File: src/rtl/game_pkg.sv
// Shared definitions for the whack-a-mole game blocks.
// - timer_state_t : round timer FSM states (IDLE=0, RUN=1, DONE=2)
// - TIME_W        : width of seconds values shown on the play page
// - *_DEF         : default clock rate, round length and warning threshold
package game_pkg;

    typedef enum logic [1:0] {
        IDLE = 2'd0,
        RUN  = 2'd1,
        DONE = 2'd2
    } timer_state_t;

    localparam int unsigned TIME_W        = 5;
    localparam int unsigned CLK_HZ_DEF    = 100_000_000;
    localparam int unsigned ROUND_SEC_DEF = 30;
    localparam int unsigned WARN_SEC_DEF  = 5;

endpackage

File: src/rtl/bin5_to_bcd.sv
// Combinational 5-bit binary to two-digit BCD converter.
// - bin  in  5  value 0..31
// - tens out 4  tens digit (0..3)
// - ones out 4  ones digit (0..9)
module bin5_to_bcd
    import game_pkg::*;
(
    input  logic [TIME_W-1:0] bin,
    output logic [3:0]        tens,
    output logic [3:0]        ones
);

    logic [TIME_W-1:0] rem;

    // At most three subtract-10 steps are needed for a value up to 31.
    always_comb begin
        rem  = bin;
        tens = '0;
        for (int unsigned i = 0; i < 3; i++) begin
            if (rem >= TIME_W'(10)) begin
                rem  = rem - TIME_W'(10);
                tens = tens + 4'd1;
            end
        end
        ones = rem[3:0];
    end

endmodule

File: src/rtl/round_timer.sv
// Round countdown timer for the whack-a-mole game.
// - clk          in   system clock
// - reset        in   asynchronous active-low reset
// - start        in   level from start page; a rising edge starts a round
// - restart      in   level from end page; returns DONE to IDLE
// - time_display out  seconds remaining (5 bits)
// - bcd_tens     out  tens digit of time_display
// - bcd_ones     out  ones digit of time_display
// - tick_1s      out  one-cycle pulse on each second decrement
// - warn         out  low-time warning while running
// - pause        out  high while the round is over
module round_timer
    import game_pkg::*;
#(
    parameter int unsigned CLK_HZ    = CLK_HZ_DEF,
    parameter int unsigned ROUND_SEC = ROUND_SEC_DEF,
    parameter int unsigned WARN_SEC  = WARN_SEC_DEF
) (
    input  logic              clk,
    input  logic              reset,
    input  logic              start,
    input  logic              restart,
    output logic [TIME_W-1:0] time_display,
    output logic [3:0]        bcd_tens,
    output logic [3:0]        bcd_ones,
    output logic              tick_1s,
    output logic              warn,
    output logic              pause
);

    localparam int unsigned       PRE_W    = (CLK_HZ > 1) ? $clog2(CLK_HZ) : 1;
    localparam logic [PRE_W-1:0]  PRE_MAX  = PRE_W'(CLK_HZ - 1);
    localparam logic [TIME_W-1:0] T_FULL   = TIME_W'(ROUND_SEC);
    localparam logic [TIME_W-1:0] T_WARN   = TIME_W'(WARN_SEC);
    localparam logic [3:0]        TENS_RST = 4'(ROUND_SEC / 10);
    localparam logic [3:0]        ONES_RST = 4'(ROUND_SEC % 10);

    timer_state_t      state, state_next;
    logic [PRE_W-1:0]  pre, pre_next;
    logic              start_d;
    logic              start_rise;
    logic [TIME_W-1:0] time_next;
    logic [3:0]        tens_next, ones_next;
    logic              tick_next, warn_next, pause_next;

    assign start_rise = start & ~start_d;

    // Digits are converted from the next value so they register together
    // with time_display and are never a cycle behind it.
    bin5_to_bcd u_bcd (
        .bin  (time_next),
        .tens (tens_next),
        .ones (ones_next)
    );

    always_ff @(posedge clk or negedge reset) begin
        if (!reset) begin
            state        <= IDLE;
            pre          <= '0;
            start_d      <= 1'b0;
            time_display <= T_FULL;
            bcd_tens     <= TENS_RST;
            bcd_ones     <= ONES_RST;
            tick_1s      <= 1'b0;
            warn         <= 1'b0;
            pause        <= 1'b0;
        end else begin
            state        <= state_next;
            pre          <= pre_next;
            start_d      <= start;
            time_display <= time_next;
            bcd_tens     <= tens_next;
            bcd_ones     <= ones_next;
            tick_1s      <= tick_next;
            warn         <= warn_next;
            pause        <= pause_next;
        end
    end

    always_comb begin
        state_next = state;
        pre_next   = '0;
        time_next  = time_display;
        tick_next  = 1'b0;
        pause_next = 1'b0;

        case (state)
            IDLE: begin
                time_next = T_FULL;
                if (start_rise) begin
                    state_next = RUN;
                end
            end
            RUN: begin
                if (pre == PRE_MAX) begin
                    tick_next = 1'b1;
                    time_next = time_display - TIME_W'(1);
                    // Last second: enter DONE on the same edge that shows 0.
                    if (time_display == TIME_W'(1)) begin
                        state_next = DONE;
                        pause_next = 1'b1;
                    end
                end else begin
                    pre_next = pre + PRE_W'(1);
                end
            end
            DONE: begin
                time_next  = '0;
                pause_next = 1'b1;
                if (restart) begin
                    state_next = IDLE;
                    time_next  = T_FULL;
                    pause_next = 1'b0;
                end
            end
            default: begin
                state_next = IDLE;
                time_next  = T_FULL;
            end
        endcase

        warn_next = (state_next == RUN) && (time_next != '0) && (time_next <= T_WARN);
    end

endmodule

File: config.mk
export PLATFORM = sky130hd
export DESIGN_NAME = round_timer
export DESIGN_NICKNAME = d
export VERILOG_FILES = /design/src/rtl/game_pkg.sv /design/src/rtl/bin5_to_bcd.sv /design/src/rtl/round_timer.sv
export SDC_FILE = /design/constraint.sdc
export NUM_CORES = 1
export LEC_CHECK = 0
export CAP_MARGIN = 10
export CORE_MARGIN = 1.5
export CORE_UTILIZATION = 25
export DETAILED_ROUTE_END_ITERATION = 6
export GPL_TIMING_DRIVEN = 0
export HOLD_SLACK_MARGIN = 0.05
export PLACE_DENSITY_LB_ADDON = 0.2
export SYNTH_ARGS = -nofsm -noshare
export SYNTH_HDL_FRONTEND = slang
export SYNTH_HIERARCHICAL = 1
export SYNTH_SLANG_ARGS = --single-unit
File: constraint.sdc
create_clock -name clk -period 4.7 [get_ports clk]
set_input_delay 0.705 -clock clk [delete_from_list [all_inputs] [get_ports clk]]
set_output_delay 0.705 -clock clk [all_outputs]
set_load 0.01 [all_outputs]
==> results of run 1 <==
[per-stage QoR]
step / instances / cell area (sq um)
5_1_grt: 484 / 3497
3_5_place_dp: 474 / 3313
4_1_cts: 482 / 3463
2_1_floorplan: 311 / 2929
6_report: 484 / 3497
3_3_place_gp: 473 / 3298
[routing by layer]
| metal | vias to the layer above | global-route usage, % |
|---|---|---|
| met5 | - | 0 |
| met4 | 0 | 3.207 |
| met3 | 7 | 2.296 |
| met2 | 41 | 18.28 |
| met1 | 1122 | 16.26 |
| li1 | 1158 | - |
[registers in the layout, indices dropped and copies added (netlist names)]
signal        flops
pre              27
time_display      5
bcd_ones          4
bcd_tens          4
state             2
pause             1
start_d           1
tick_1s           1
warn              1
[worst paths after layout]
| kind | from | end | slack, ps | cells past startpoint |
|---|---|---|---|---|
| setup / recovery | pre[0] | bcd_tens[1] | 340 | 16 |
| hold / removal | reset | pre[6] | 280 | 1 |
| setup reg to reg | pre[0] | bcd_tens[1] | 340 | 16 |
| hold reg to reg | pre[0] | pre[0] | 490 | 1 |
| max in group asynchronous | reset | bcd_tens[1] | 3870 | 2 |
| min in group clk | pre[0] | pre[0] | 490 | 1 |
[power by group]
| part | leakage [uW] | internal (uW) | total (uW) | switching [uW] |
|---|---|---|---|---|
| Clock | 0.0000698 | 197 | 355 | 158 |
| Sequential | 0.000609 | 474 | 511 | 36.9 |
| Combinational | 0.000749 | 502 | 1140 | 643 |
[area by class of cell]
cell class                 instances  area, sq um
timing repair buffer              22        220.2
fill                            1229         7921
multi-input combinational        233         1629
tap                              143        178.9
inverter                          15        56.30
sequential                        46         1159
buffer                            17        107.6
clock inverter                     3        21.27
clock buffer                       5        125.1
[repair_timing]
| action | CTS | global route |
|---|---|---|
| resized for setup | 2 | 3 |
| gates cloned | 0 | 0 |
| buffers inserted | 0 | 2 |
| pin swaps | 0 | 2 |
| endpoints found under the setup margin | 5 | 5 |
[worst max-delay path, delay by kind of cell (launching register included)]
| family | cells | cell delay [ps] |
|---|---|---|
| muxes | 2 | 640 |
| DFF | 1 | 400 |
| and+or+nand+nor | 5 | 1160 |
| adders and majority gates | 3 | 770 |
| buffers and inverters | 3 | 510 |
| AOI/OAI and AO/OA | 3 | 820 |
[synthesized netlist by cell type, types with 2 or more instances]
library cell / n
inv_1: 14
and4_1: 2
buf_6: 3
and2_1: 3
mux2_2: 2
a21oi_1: 9
clkbuf_1: 5
buf_2: 5
nor4_1: 6
xor2_1: 15
a21boi_0: 3
nand2_1: 15
buf_4: 4
nand4_1: 14
nor3_1: 6
nand3b_1: 2
or3_1: 3
and3_1: 4
nor2_1: 37
nand3_1: 15
a31oi_1: 2
nand2b_1: 4
o22ai_1: 2
or4_4: 2
nor4b_1: 2
or4_1: 2
a211oi_1: 3
o31ai_1: 3
ha_1: 12
nor2b_1: 7
dfrtp_1: 40
nor3b_1: 2
xnor2_1: 12
mux2i_1: 3
dfstp_2: 6
o21a_1: 3
nand3_2: 2
o21ai_0: 6
[cell families after synthesis]
logic type / after synthesis
AO/OA/AOI/OAI: 46
XOR/XNOR: 27
adder cells (fa/ha/maj): 12
buffers and inverters: 32
flip-flops: 46
multiplexers: 5
other: 1
AND/OR/NAND/NOR: 142
==> reports/metrics.csv, run 1 <==
metric,value,unit
finalWorstSetupSlack,337.7,ps
die_area,12370,sq um
cp-end-kind,flip-flop,
overall_power_of_the_completed_layout,2010,uW
critPathKind,flip-flop to flip-flop,
crit_path_cells,ha_1 -> nand3_2 -> or2_0 -> buf_2 -> nor4_4 -> mux2_2 -> o21ai_4 -> inv_1 -> ha_1 -> clkbuf_1 -> or3_1 -> a32o_2 -> ha_1 -> nand2_1 -> a2bb2oi_1 -> mux2i_1,
tightestPinTransition,867.3,ps
ctsLongestPathBuffers,2,
synthArstFlopShare,100.0,%
cts_hold_repair.buffers,0,
tritoncts,built,
global_route_wire_length_before_repair,11850,um
detailedPlace.worstSlack,-305.1,ps
synth_warnings,6,
synth_top_family_by_area,simple AND/OR/NAND/NOR gates,
die_width,111.2,um
finalWirelength,6892,um
yosysTopAreaCell,dfrtp_1,
syn-instance-count,311,
hpwl,4891,um
cts.sink_count,46,
critPathMostFrequentCell,ha_1,
detailroute.wirelength.met2,3113,um
final_gp_congestion,0.8349,
initial_core_utilization,25.65,%
report.final.hold_viol_count,0,
num-nets-final,356,
routed-via-count,2328,
max_cap_viol_count,0,
topRoutingLayerUsed,met4,
synthesis.area,2929,sq um
route.antenna.remaining_nets,0,
rsz0062_at_grt,no,
clkTransAtPathRegs,70,ps
final_routed_wire_length_divided_by_cell_count,14.24,um
finalSetupTns,0,ps
groute.usage.overall,11.63,%
commonest_cells_after_routing_fill_and_taps_aside,"dfrtp_1 (40), nor2_1 (37), clkdlybuf4s50_1 (18)",
yosys.cell_types.count,69,
final_common_cell,dfrtp_1,
report.final.setup_viol,0,
fmax,229.2,MHz
synth_fp_nets,327,
p_per_cell_area,574.9,nW/um^2
number_of_global_route_vias_before_repair,2367,
root_buffer,clkbuf_16,
wl_met1,3416,um
timing.critical_path.fanout_max,9,
synth_top_flop_cell,dfrtp_1,
fp-row-count,39,
tritoncts.num_buffers,5,
min_period_over_period,92.81,%
clock-skew-final,6.634,ps
drt-initial-drc-count,94,
max_slew_margin,41.64,%
clock_latency,290,ps
required,4910,ps
complex_gate_fraction_of_the_synthesized_area,11.36,%
yosys.area_share.simple,28.36,%
critical-path-max-stage-delay,410,ps
antenna_cells_inserted,0,
synth.top_cells.by_area,"dfrtp_1 (34%), dfstp_2 (5.4%), ha_1 (5.1%)",
drc_errors,0,
synth-seq-cells,46,
detail_route.vias_per_cell,4.810,
dieHeight,111.2,um
seq_area_frac_synth,39.56,%
critPathLaunchType,flip-flop,
core_area,11420,sq um
initial_antenna_violation_count,0,
grt_overflow,0,
final_util,30.63,%
synth.top_cell.area_share,34.17,%
post_synth_mux_area_share,1.794,%
number_of_input_and_output_port_buffers_inserted,19,
io-pin-count,20,
cts.htree.levels,2,
timing.critical_path.slowest_stage_cell,or3_1,
final-max-slew-violation-count,0,
synth-adder-area-share,5.126,%
layout-drive-gt1-share,15.54,%
dr.pass1.iters,4,
worst_hold_path_type,primary input to async pin,
timing.final.crit_period,4362,ps
avgSynthCellArea,9.418,sq um
pin_count_of_the_biggest_net_entering_global_routing,37,
worst-endpoint-arrival,4580,ps
dr_wl_met3,244,um
synth_xor_xnor_area_share,8.073,%
vdd_drop_max,0.3521,mV
timing.hold.ws,282.7,ps
layout-area-overhead-vs-synth,19.39,%
outcome,"complete, no violations",
power.leakage,0.001428,uW
synth-edff-count,0,
Note: power is estimated with default switching activity, not from simulation.
==> run 2: changes to the inputs <==
Settings changed: ABC_AREA from default to 0.
==> results of run 2 <==
Same layout as run 1: the final DEF is identical, and so are final timing and power.
==> run 3: changes to the inputs <==
Settings changed: HOLD_SLACK_MARGIN 0.05 to 0.12.
==> results of run 3 <==
Same layout as run 1: the final DEF is identical, and so are final timing and power.
